[src/rtl/mem_bus_arbiter_pkg.sv]
// mem_bus_arbiter_pkg: address map, select indices, FSM states and owner encoding for the memory bus arbiter
package mem_bus_arbiter_pkg;

    localparam logic [31:0] IMEM_BASE  = 32'h0000_0000;
    localparam logic [31:0] IMEM_LIMIT = 32'h0000_3FFF;
    localparam logic [31:0] DMEM_BASE  = 32'h0000_4000;
    localparam logic [31:0] DMEM_LIMIT = 32'h0000_6FFF;
    localparam logic [31:0] UART_BASE  = 32'h8000_0000;
    localparam logic [31:0] UART_LIMIT = 32'h8000_000F;
    localparam logic [31:0] GPIO_BASE  = 32'h8000_0010;
    localparam logic [31:0] GPIO_LIMIT = 32'h8000_001F;

    localparam int SEL_IMEM = 0;
    localparam int SEL_DMEM = 1;
    localparam int SEL_UART = 2;
    localparam int SEL_GPIO = 3;

    typedef enum logic [1:0] {IDLE, ACCESS, RESP} state_e;
    typedef enum logic {OWN_M0, OWN_M1} owner_e;

    function automatic logic in_range(logic [31:0] a, logic [31:0] lo, logic [31:0] hi);
        return (a >= lo) && (a <= hi);
    endfunction

endpackage

[src/rtl/mem_bus_arbiter_if.sv]
// mem_bus_arbiter_if: fetch (m0), load/store (m1) and slave-side signals of the shared memory bus
//   master modport: the arbiter view (drives gnt/rvalid/rdata/err and the s_* access)
//   slave modport : the environment view (cores and memory-mapped slaves)
interface mem_bus_arbiter_if #(parameter int DATA_W = 32);
    logic              m0_req;
    logic [31:0]       m0_addr;
    logic              m0_gnt;
    logic              m0_rvalid;
    logic [DATA_W-1:0] m0_rdata;
    logic              m0_err;
    logic              m1_req;
    logic [31:0]       m1_addr;
    logic              m1_we;
    logic [DATA_W/8-1:0] m1_be;
    logic [DATA_W-1:0] m1_wdata;
    logic              m1_gnt;
    logic              m1_rvalid;
    logic [DATA_W-1:0] m1_rdata;
    logic              m1_err;
    logic              s_req;
    logic [3:0]        s_sel;
    logic [31:0]       s_addr;
    logic              s_we;
    logic [DATA_W/8-1:0] s_be;
    logic [DATA_W-1:0] s_wdata;
    logic [DATA_W-1:0] s_rdata;
    logic              s_ready;

    modport master (
        input  m0_req, m0_addr, m1_req, m1_addr, m1_we, m1_be, m1_wdata, s_rdata, s_ready,
        output m0_gnt, m0_rvalid, m0_rdata, m0_err, m1_gnt, m1_rvalid, m1_rdata, m1_err,
               s_req, s_sel, s_addr, s_we, s_be, s_wdata
    );

    modport slave (
        output m0_req, m0_addr, m1_req, m1_addr, m1_we, m1_be, m1_wdata, s_rdata, s_ready,
        input  m0_gnt, m0_rvalid, m0_rdata, m0_err, m1_gnt, m1_rvalid, m1_rdata, m1_err,
               s_req, s_sel, s_addr, s_we, s_be, s_wdata
    );
endinterface

[src/rtl/mem_bus_arbiter_bus_region_decode.sv]
// bus_region_decode: combinational address to one-hot region hit {gpio,uart,dmem,imem}
//   addr_i : 32-bit byte address
//   hit_o  : one-hot region hit, all zero when unmapped
module bus_region_decode
    import mem_bus_arbiter_pkg::*;
(
    input  logic [31:0] addr_i,
    output logic [3:0]  hit_o
);
    assign hit_o[SEL_IMEM] = in_range(addr_i, IMEM_BASE, IMEM_LIMIT);
    assign hit_o[SEL_DMEM] = in_range(addr_i, DMEM_BASE, DMEM_LIMIT);
    assign hit_o[SEL_UART] = in_range(addr_i, UART_BASE, UART_LIMIT);
    assign hit_o[SEL_GPIO] = in_range(addr_i, GPIO_BASE, GPIO_LIMIT);
endmodule

[src/rtl/mem_bus_arbiter.sv]
// mem_bus_arbiter: shares one memory bus between fetch (m0) and load/store (m1), one transfer at a time
//   clk   : system clock, rising edge
//   rst_n : asynchronous active-low reset
//   bus   : master modport carrying both requester ports and the slave access port
module mem_bus_arbiter
    import mem_bus_arbiter_pkg::*;
#(
    parameter int DATA_W  = 32,
    parameter int TIMEOUT = 15,
    parameter int CNT_W   = 8
) (
    input  logic                 clk,
    input  logic                 rst_n,
    mem_bus_arbiter_if.master    bus
);
    localparam int BE_W = DATA_W / 8;

    state_e              state_q;
    owner_e              own_q;
    owner_e              last_q;
    logic [31:0]         addr_q;
    logic                we_q;
    logic [BE_W-1:0]     be_q;
    logic [DATA_W-1:0]   wdata_q;
    logic [3:0]          sel_q;
    logic                ill_q;
    logic [CNT_W-1:0]    cnt_q;
    logic                s_req_q;
    logic                rv0_q;
    logic                rv1_q;
    logic [DATA_W-1:0]   rdata_q;
    logic                err_q;

    owner_e              pick;
    logic [31:0]         addr_d;
    logic                we_d;
    logic [BE_W-1:0]     be_d;
    logic [DATA_W-1:0]   wdata_d;
    logic [3:0]          hit;
    logic                illegal;
    logic                grant;
    logic                timeout;
    logic                done;

    // On a tie the master that did not own the bus last wins.
    assign pick    = (bus.m0_req && (!bus.m1_req || last_q == OWN_M1)) ? OWN_M0 : OWN_M1;
    assign addr_d  = (pick == OWN_M0) ? bus.m0_addr : bus.m1_addr;
    assign we_d    = (pick == OWN_M1) && bus.m1_we;
    assign be_d    = (pick == OWN_M1) ? bus.m1_be : '1;
    assign wdata_d = (pick == OWN_M1) ? bus.m1_wdata : '0;

    bus_region_decode u_decode (
        .addr_i (addr_d),
        .hit_o  (hit)
    );

    assign illegal = (hit == 4'b0000) || (addr_d[1:0] != 2'b00) ||
                     (we_d && hit[SEL_IMEM]) || (be_d == '0);

    // Gated with rst_n so no grant leaks out while reset is held.
    assign grant = rst_n && (state_q == IDLE) && (bus.m0_req || bus.m1_req);
    assign bus.m0_gnt = grant && (pick == OWN_M0);
    assign bus.m1_gnt = grant && (pick == OWN_M1);

    assign timeout = (cnt_q == CNT_W'(TIMEOUT - 1));
    assign done    = ill_q || bus.s_ready || timeout;

    assign bus.s_req     = s_req_q;
    assign bus.s_sel     = sel_q;
    assign bus.s_addr    = addr_q;
    assign bus.s_we      = we_q;
    assign bus.s_be      = be_q;
    assign bus.s_wdata   = wdata_q;
    assign bus.m0_rvalid = rv0_q;
    assign bus.m1_rvalid = rv1_q;
    assign bus.m0_rdata  = rv0_q ? rdata_q : '0;
    assign bus.m1_rdata  = rv1_q ? rdata_q : '0;
    assign bus.m0_err    = rv0_q && err_q;
    assign bus.m1_err    = rv1_q && err_q;

    // Illegal transfers still pass through ACCESS, but with s_req held low, so every
    // response lands two cycles after its grant and grants stay three cycles apart.
    always_ff @(posedge clk or negedge rst_n) begin
        if (!rst_n) begin
            state_q <= IDLE;
            own_q   <= OWN_M1;
            last_q  <= OWN_M1;
            addr_q  <= '0;
            we_q    <= 1'b0;
            be_q    <= '0;
            wdata_q <= '0;
            sel_q   <= '0;
            ill_q   <= 1'b0;
            cnt_q   <= '0;
            s_req_q <= 1'b0;
            rv0_q   <= 1'b0;
            rv1_q   <= 1'b0;
            rdata_q <= '0;
            err_q   <= 1'b0;
        end else begin
            case (state_q)
                IDLE: begin
                    if (grant) begin
                        own_q   <= pick;
                        last_q  <= pick;
                        addr_q  <= addr_d;
                        we_q    <= we_d;
                        be_q    <= be_d;
                        wdata_q <= wdata_d;
                        sel_q   <= illegal ? 4'b0000 : hit;
                        ill_q   <= illegal;
                        s_req_q <= !illegal;
                        cnt_q   <= '0;
                        state_q <= ACCESS;
                    end
                end
                ACCESS: begin
                    if (done) begin
                        s_req_q <= 1'b0;
                        rv0_q   <= (own_q == OWN_M0);
                        rv1_q   <= (own_q == OWN_M1);
                        err_q   <= ill_q || !bus.s_ready;
                        rdata_q <= (ill_q || !bus.s_ready || we_q) ? '0 : bus.s_rdata;
                        state_q <= RESP;
                    end else begin
                        cnt_q <= cnt_q + 1'b1;
                    end
                end
                RESP: begin
                    rv0_q   <= 1'b0;
                    rv1_q   <= 1'b0;
                    err_q   <= 1'b0;
                    rdata_q <= '0;
                    state_q <= IDLE;
                end
                default: state_q <= IDLE;
            endcase
        end
    end
endmodule
[src/flat_wrapper.sv]
// flat-port wrapper written by rule: the top's interface ports become plain ports
module mem_bus_arbiter_flat import mem_bus_arbiter_pkg::*;
#(
    parameter int DATA_W  = 32,
    parameter int TIMEOUT = 15,
    parameter int CNT_W   = 8
)
  (clk, rst_n, bus_m0_req, bus_m0_addr, bus_m1_req, bus_m1_addr, bus_m1_we, bus_m1_be, bus_m1_wdata, bus_s_rdata, bus_s_ready, bus_m0_gnt, bus_m0_rvalid, bus_m0_rdata, bus_m0_err, bus_m1_gnt, bus_m1_rvalid, bus_m1_rdata, bus_m1_err, bus_s_req, bus_s_sel, bus_s_addr, bus_s_we, bus_s_be, bus_s_wdata);
  mem_bus_arbiter_if #(.DATA_W(DATA_W)) bus_i ();
  input  logic clk;
  input  logic rst_n;
  input wire logic [$bits(bus_i.m0_req)-1:0] bus_m0_req;
  input wire logic [$bits(bus_i.m0_addr)-1:0] bus_m0_addr;
  input wire logic [$bits(bus_i.m1_req)-1:0] bus_m1_req;
  input wire logic [$bits(bus_i.m1_addr)-1:0] bus_m1_addr;
  input wire logic [$bits(bus_i.m1_we)-1:0] bus_m1_we;
  input wire logic [$bits(bus_i.m1_be)-1:0] bus_m1_be;
  input wire logic [$bits(bus_i.m1_wdata)-1:0] bus_m1_wdata;
  input wire logic [$bits(bus_i.s_rdata)-1:0] bus_s_rdata;
  input wire logic [$bits(bus_i.s_ready)-1:0] bus_s_ready;
  output wire logic [$bits(bus_i.m0_gnt)-1:0] bus_m0_gnt;
  output wire logic [$bits(bus_i.m0_rvalid)-1:0] bus_m0_rvalid;
  output wire logic [$bits(bus_i.m0_rdata)-1:0] bus_m0_rdata;
  output wire logic [$bits(bus_i.m0_err)-1:0] bus_m0_err;
  output wire logic [$bits(bus_i.m1_gnt)-1:0] bus_m1_gnt;
  output wire logic [$bits(bus_i.m1_rvalid)-1:0] bus_m1_rvalid;
  output wire logic [$bits(bus_i.m1_rdata)-1:0] bus_m1_rdata;
  output wire logic [$bits(bus_i.m1_err)-1:0] bus_m1_err;
  output wire logic [$bits(bus_i.s_req)-1:0] bus_s_req;
  output wire logic [$bits(bus_i.s_sel)-1:0] bus_s_sel;
  output wire logic [$bits(bus_i.s_addr)-1:0] bus_s_addr;
  output wire logic [$bits(bus_i.s_we)-1:0] bus_s_we;
  output wire logic [$bits(bus_i.s_be)-1:0] bus_s_be;
  output wire logic [$bits(bus_i.s_wdata)-1:0] bus_s_wdata;
  assign bus_i.m0_req = bus_m0_req;
  assign bus_i.m0_addr = bus_m0_addr;
  assign bus_i.m1_req = bus_m1_req;
  assign bus_i.m1_addr = bus_m1_addr;
  assign bus_i.m1_we = bus_m1_we;
  assign bus_i.m1_be = bus_m1_be;
  assign bus_i.m1_wdata = bus_m1_wdata;
  assign bus_i.s_rdata = bus_s_rdata;
  assign bus_i.s_ready = bus_s_ready;
  assign bus_m0_gnt = bus_i.m0_gnt;
  assign bus_m0_rvalid = bus_i.m0_rvalid;
  assign bus_m0_rdata = bus_i.m0_rdata;
  assign bus_m0_err = bus_i.m0_err;
  assign bus_m1_gnt = bus_i.m1_gnt;
  assign bus_m1_rvalid = bus_i.m1_rvalid;
  assign bus_m1_rdata = bus_i.m1_rdata;
  assign bus_m1_err = bus_i.m1_err;
  assign bus_s_req = bus_i.s_req;
  assign bus_s_sel = bus_i.s_sel;
  assign bus_s_addr = bus_i.s_addr;
  assign bus_s_we = bus_i.s_we;
  assign bus_s_be = bus_i.s_be;
  assign bus_s_wdata = bus_i.s_wdata;
  mem_bus_arbiter #(.DATA_W(DATA_W), .TIMEOUT(TIMEOUT), .CNT_W(CNT_W)) u_core (.clk(clk), .rst_n(rst_n), .bus(bus_i));
endmodule
[config.mk]
export PLATFORM = sky130hd
export DESIGN_NAME = mem_bus_arbiter_flat
export DESIGN_NICKNAME = d
export VERILOG_FILES = /design/src/rtl/mem_bus_arbiter_pkg.sv /design/src/rtl/mem_bus_arbiter_if.sv /design/src/rtl/mem_bus_arbiter_bus_region_decode.sv /design/src/rtl/mem_bus_arbiter.sv /design/src/flat_wrapper.sv
export SDC_FILE = /design/constraint.sdc
export NUM_CORES = 1
export LEC_CHECK = 0
export ABC_CLOCK_PERIOD_IN_PS = 3700
export CORE_MARGIN = 5
export CORE_UTILIZATION = 40
export DETAILED_ROUTE_END_ITERATION = 10
export PLACE_DENSITY = 0.78
export SYNTH_ARGS = -nofsm -noshare
export SYNTH_HDL_FRONTEND = slang
export SYNTH_HIERARCHICAL = 1
export SYNTH_SLANG_ARGS = --single-unit
export TNS_END_PERCENT = 10
[constraint.sdc]
create_clock -name clk -period 3.7 [get_ports clk]
set_clock_uncertainty 0.15 [all_clocks]
set_input_delay 1.11 -clock clk [delete_from_list [all_inputs] [get_ports clk]]
set_output_delay 1.11 -clock clk [all_outputs]
set_load 0.01 [all_outputs]
==> results of run 1 <==
==> sequential cells by signal (all words and copies together) (netlist names) <==
signal	cells
u_core/bus.m0_rvalid	1
u_core/bus.m1_rvalid	1
u_core/bus.s_addr	32
u_core/bus.s_be	4
u_core/bus.s_req	1
u_core/bus.s_sel	4
u_core/bus.s_wdata	32
u_core/bus.s_we	1
u_core/cnt_q	8
u_core/err_q	1
u_core/ill_q	1
u_core/last_q	1
u_core/rdata_q	32
u_core/state_q	2
==> per-layer routing <==
metal | part of all wire, % | vias to the layer above
met2 | 48 | 266
met4 | 2.8 | 0
met3 | 10 | 42
met1 | 40 | 2399
li1 | - | 2453
met5 | 0 | -
==> cell type report <==
type	instances	area [µm²]
Fill cell	1054	4440
Timing Repair Buffer	317	3080
Sequential cell	121	3030
Multi-Input combinational cell	371	2580
Clock buffer	26	529
Tap cell	180	225
Clock inverter	6	85.1
Inverter	4	15.0
==> metrics by stage <==
step	TNS, ns	utilization (%)	cells
global route	-0.0975	68.3	1025
CTS	0	67.9	1022
finish	0	68.3	1025
detailed placement	-3.32	63.3	989
global placement	-2.51	63.3	989
floorplan	0	-	531
==> power breakdown <==
part           internal [W]  switching [W]
Combinational      0.000784       0.000581
Clock               0.00111       0.000561
Sequential          0.00157       0.000207
==> synth_stat cells <==
master     count  area, µm²
o211ai_1       2       15.0
inv_1          4       15.0
nor3_1         3       15.0
a21boi_2       1       11.3
nand2b_1       2       12.5
o211a_1        1       10.0
and2_1        68        425
dfrtp_1      120       3000
o21ai_0       15       75.1
ha_1           2       25.0
a31oi_1        1       6.26
buf_1          2       7.51
a32o_1         1       10.0
o22a_1         1       8.76
nand3_1       40        200
and3_1         2       12.5
and2_0         1       6.26
buf_2          5       25.0
nor4b_2        1       15.0
o31ai_1        2       15.0
mux2_2        64        721
nor4_1         4       25.0
or4b_4         1       13.8
and2b_1        1       7.51
or3_1          3       18.8
a2111oi_0      1       8.76
nand4_1        4       25.0
nor2_1         6       22.5
o22ai_1        1       6.26
buf_6          3       33.8
nor4b_1        1       8.76
o41ai_1        1       8.76
nand2_1       93        349
nor4_2         2       25.0
a21o_1         2       15.0
a21oi_1        5       25.0
dfstp_2        1       26.3
xor2_1         2       17.5
nor3b_1        1       7.51
a22o_1        32        280
o31ai_4        1       21.3
a2111oi_2      1       15.0
clkbuf_1      25       93.8
nor4_4         2       42.5
==> worst paths after layout <==
path | end | slack (ns) | cells after the start
hold reg to reg | u_core/bus.s_wdata[29] | 0.31 | 2
setup / recovery | u_core/bus.s_req | 0.08 | 12
max in group asynchronous | u_core/bus.s_addr[3] | 1.29 | 3
min in group asynchronous | u_core/rdata_q[24] | 0.67 | 2
hold / removal | u_core/bus.s_wdata[29] | 0.31 | 2
setup reg to reg | u_core/bus.s_req | 0.69 | 12
==> critical path, delay by kind of cell <==
family          cells  cell delay (ns)
compound gates      3             0.49
simple gates        4             0.77
mux                 1             0.35
buf+inv             4             1.01
==> kinds of logic after synthesis <==
family,after synthesis,share of synthesized area (%)
adder cells (fa/ha/maj),2,0.437
flip-flops,121,52.8
XOR/XNOR,2,0.306
AO/OA/AOI/OAI,68,9.28
multiplexers,64,12.6
buffers and inverters,39,3.06
AND/OR/NAND/NOR,235,21.5
==> repair_timing <==
action,CTS,global route
pin swaps,1,3
setup buffers,1,3
setup endpoints to repair,6,7
resized for setup,6,6
==> impl_results.md, run 1 <==
- Outcome: complete, no violations
- Worst setup path startpoint: bus_m1_req
- Die area: between 0.015 and 0.02 mm²
- Pleak: 4.13 nW
- Dpl cell area: about 0.009 mm²
- Power Density: 505 mW/mm²
- Worst vdd ir: about 0.30 mV
- CP endpoint kind: flop
- Post-route minimum period: between 3 and 4 ns
- Final Hold Violating Endpoints: 0
- Total CTS buffers: 17
- Hold buffers post-CTS: 0
- Layout net count: ~1,000
- Max-Cap Viols: 0
- CTS tree: done
- CP required: 3.82 ns
- Vias per cell: 5.03
- Post-DRT Antenna Nets: 0
- Most frequent cell on the critical path: buf_4
- First DRT Iteration DRCs: about 210
- Tcrit/Tclk final: ~100%
- Die H: 130 µm
- Unrepaired setup endpoints after global routing: true
- Floorplan row count: 43
- Final instance area: about 0.0096 mm²
- Max-slew violations: 0
- DP Wirelength: 14.3 mm
- First-pass GRT wire length: about 28 mm
- Ports: 282
- Final setup violation count: 0
- Start of the worst register-to-register path: u_core/last_q
- Buffers on Ports: between 200 and 300
- Overall Power: 0.00482 W
- Largest stage delay on the critical path: 0.52 ns
- Fraction of layout cells with a size suffix above 1: around 18%
- Seq/Total Area, Yosys: between 50% and 60%
- GRT overflow: 0
- Vias in the first global route: ~5.5k
- WL/cell: 18.1 µm
- CP Max Fanout: 13
- Worst setup path category: input port to flop
- Hold slack: ~0.31 ns
- Drc violations: 0
- Routed vias: 5,160
- Starting Density: about two fifths
- Core ar.: ~0.014 mm²
- Grt met1 use: about a quarter
- Clk root buf: clkbuf_16
- GR Util met3: approximately 8.4%
- Worst slack at placement: -0.578 ns
- Worst-Margin Slew: around 1.0 ns
- Global Route Usage Sum: around 22%
- Worst-Skew Late Latency: 0.41 ns
- Clk buf depth: 2
- Most frequent cells in the layout: 278 x clkdlybuf4s50_1, 120 x dfrtp_1, 92 x nand2_1
- Reg clk slew, reported paths: around 0.05 ns
- Ys Warns: 6
- Most Crowded Layer GR: met2
- Commonest non-fill, non-tap cell in the layout: clkdlybuf4s50_1
- Pin count of the biggest net entering global routing: 83
- DRT Pass-1 Iters: 4
- Htree depth: 4
- Number of synthesized register bits: 121
- Final WL: around 19 mm
- Global routing met2 resource utilization: between 30% and 40%
- CP Launch Type: input port
- Final setup margin: between 0.07 and 0.08 ns
- Clock Sinks: ~120
- N_diodes: 0
- CP Cell Sequence: clkdlybuf4s50_1 > a21o_4 > buf_4 > mux2_2 > nor4_2 > nand2_2 > nor4_1 > buf_4 > nand2_1 > a31oi_1 > buf_4 > o22ai_1
- Hold Path Class: flop to flop
- Achievable Freq: between 0.2 and 0.3 GHz
- Gpl congestion: between 0.9 and 1
- Post-synth cell types: between 40 and 50
- Die Width: 130 µm
- Initial antenna violation count: 0
- Mapped Area: 0.00573 mm²
- Hold_sp: u_core/bus.s_wdata[29]
- Worst path slowest cell: clkdlybuf4s50_1
- CP arrival: between 3 and 4 ns
- Syn nets: approximately 670
- Avg Inst Size Synth: ~11 µm²
- Post-Synthesis Cells: around 530
- Layout area overhead: 66.6%
- Relative slew slack: between 20% and 30%
Power figures use the tool's default switching activity.
==> run 2: changes to the inputs <==
--- a/config.mk
+++ b/config.mk
@@ -5,7 +5,7 @@
 export SDC_FILE = /design/constraint.sdc
 export NUM_CORES = 1
 export LEC_CHECK = 0
-export ABC_CLOCK_PERIOD_IN_PS = 3700
+export ABC_CLOCK_PERIOD_IN_PS = 4250
 export CORE_MARGIN = 5
 export CORE_UTILIZATION = 40
 export DETAILED_ROUTE_END_ITERATION = 10
==> constraint.sdc (replaced) <==
create_clock -name clk -period 4.25 [get_ports clk]
set_clock_uncertainty 0.15 [all_clocks]
set_input_delay 1.275 -clock clk [delete_from_list [all_inputs] [get_ports clk]]
set_output_delay 1.275 -clock clk [all_outputs]
set_load 0.01 [all_outputs]
==> run 2 against run 1 <==
Against the previous run: register-to-register slack better by 0.37 ns; hold slack hardly changed; setup slack worse by 0.035 ns; sequential power is 13% lower; critical path depth is 7 lower; sequential share of layout area is 0.67 points higher; clock power is 20% lower; combinational power is 15% lower; power is 16% lower; critical endpoint is now bus_m0_gnt; largest cell class is now sequential cells; highest routed layer unchanged.
==> impl_results.md, run 2 (synthesis results as in run 1) <==
- Outcome: complete, no violations
- Fin cells: 1,011 (-1.4%)
- Clock Sinks: 121 (unchanged)
- Hold buffers post-CTS: 0 (unchanged)
- Achievable Freq: between 0.2 and 0.25 GHz
- Layout net count: 958 (-1.4%)
- Worst-Margin Slew: 1.17 ns (+0.122 ns)
- Starting Density: 41.0% (unchanged)
- Drc violations: 0 (unchanged)
- Worst-Skew Late Latency: 0.41 ns (about the same)
- Global Route Usage Sum: 22.5% (+0.63 points)
- Final setup violation count: 0 (unchanged)
- Commonest non-fill, non-tap cell in the layout: clkdlybuf4s50_1
- Post-DRT Antenna Nets: 0 (unchanged)
- Htree depth: 4 (unchanged)
- First-pass GRT wire length: 29.2 mm (+2.8%)
- N_diodes: 0 (unchanged)
- WL/cell: 18.7 µm (+3.7%)
- CTS tree: done
- Max-Cap Viols: 0 (unchanged)
- Clk buf depth: 2 (unchanged)
- Worst vdd ir: 0.278 mV (-8.9%)
- Max-slew violations: 0 (unchanged)
- Total CTS buffers: 17 (unchanged)
- Gpl congestion: 0.905 (-0.52%)
- Util after Layout: 66.9% (-1.4 points)
- Final Hold Violating Endpoints: 0 (unchanged)
- CP required: 2.82 ns (-1.00 ns)
- Layout area overhead: 63.2%
- Pin count of the biggest net entering global routing: 72 (-13%)
- Post-route minimum period: approximately 4.2 ns
- CP endpoint kind: output pin
- Hold Path Class: flop to flop
- DRT Pass-1 Iters: 4 (unchanged)
- Most frequent cells in the layout: 280 x clkdlybuf4s50_1, 120 x dfrtp_1, 93 x nand2_1
- CP Launch Type: input port
- Path depth of the worst reg2reg path: 12 (unchanged)
- Die Width: 130 µm (unchanged)
- DP Wirelength: 14.5 mm (+1.4%)
- Reg clk slew, reported paths: 0.06 ns (about the same)
- Unrepaired setup endpoints after global routing: true
- Tcrit/Tclk final: between 90 and 100%
- First DRT Iteration DRCs: 214 (+2.4%)
- GRT overflow: 0 (unchanged)
- Worst setup path category: input port to output pin
- Placed Cells: 978 (-1.1%)
- Routed vias: 5,242 (+1.6%)
- Fraction of layout cells with a size suffix above 1: 15.6% (-1.9 points)
- Clk root buf: clkbuf_16
- Core ar.: 0.0140 mm² (unchanged)
- Relative slew slack: 21.4% (-8.2 points)
- Die area: 0.0168 mm² (unchanged)
- Floorplan row count: 43 (unchanged)
- Pleak: 4.03 nW (-2.4%)
- Vias in the first global route: 5,486 (+0.62%)
- Hold Path Cell Cnt: 2 (unchanged)
- Power Density: 435 mW/mm² (-14%)
- Buffers on Ports: 281 (unchanged)
- Final WL: 19.0 mm (+2.3%)
- Die H: 130 µm (unchanged)
- Vias per cell: 5.18 (+3.0%)
- CP arrival: 2.78 ns (-0.96 ns)
- Ports: 282 (unchanged)
- CP Max Fanout: 3 (-10)
- Initial antenna violation count: 0 (unchanged)
## run 2: changes by cell type in the layout (fill, tap and decap cells not counted), sizes merged, moves of 2 or more
cell / before / now
clkdlybuf4s15: 2 / 0
clkbuf: 26 / 24
buf: 37 / 23
clkinv: 2 / 4
clkdlybuf4s50: 278 / 280
## run 2: worst max-delay path: stages
cell,delay [ns]
clkdlybuf4s50_1,0.47
buf_4,0.12
o211ai_1,0.15
nor2_2,0.19
clkdlybuf4s50_1,0.58
## run 2: path summary, 6_finish.rpt
kind | start | end | slack, ns
hold / removal | u_core/bus.s_wdata[4] | u_core/bus.s_wdata[4] | 0.32
setup reg to reg | u_core/last_q | u_core/bus.s_sel[1] | 1.06
max in group asynchronous | rst_n | u_core/bus.s_wdata[24] | 1.77
setup / recovery | bus_m0_req | bus_m0_gnt | 0.04
min in group asynchronous | rst_n | u_core/bus.s_wdata[30] | 0.98
hold reg to reg | u_core/bus.s_wdata[4] | u_core/bus.s_wdata[4] | 0.32
## run 2: metrics by stage
step                instance area (µm²)  setup TNS (ns)  worst slack [ns]  hold slack [ns]  power [W]
floorplan                          5730               0             0.560            0.322    0.00199
global placement                   8780         -0.0287           -0.0287            0.300    0.00270
detailed placement                 8780          -0.316           -0.0667            0.305    0.00273
CTS                                9350               0            0.0238            0.319    0.00412
global route                       9350        -0.00489          -0.00446            0.340    0.00428
finish                             9350               0            0.0437            0.315    0.00407
## run 2: layer usage
| layer | share of wire, % | vias to the layer above | global-route usage, % |
|---|---|---|---|
| li1 | - | 2429 | - |
| met1 | 39 | 2504 | 26.2 |
| met5 | 0 | - | 0 |
| met2 | 48 | 270 | 37.5 |
| met3 | 9.9 | 39 | 8.60 |
| met4 | 3.2 | 0 | 9.23 |
## run 2: repair_timing
action                                 in CTS  in global routing
pin swaps                                   0                  1
endpoints found under the hold margin       0                  0
setup endpoints to repair                   1                  2
resized for setup                           1                  0
buffers inserted                            0                  1
## run 2: report_power, final
group          total [W]  internal (W)  switching (W)
sequential       0.00155       0.00137       0.000184
combinational    0.00116      0.000667       0.000498
clock            0.00135      0.000860       0.000494
total            0.00407       0.00290        0.00118
## run 2: layout make-up
| class | count | area (µm²) |
|---|---|---|
| clock buffers | 24 | 492 |
| fillers | 1059 | 4640 |
| multi-input cells | 371 | 2540 |
| inverters | 4 | 15.0 |
| flip-flops and latches | 121 | 3030 |
| repair buffers | 303 | 2980 |
| clock inverters | 8 | 72.6 |
| well taps | 180 | 225 |
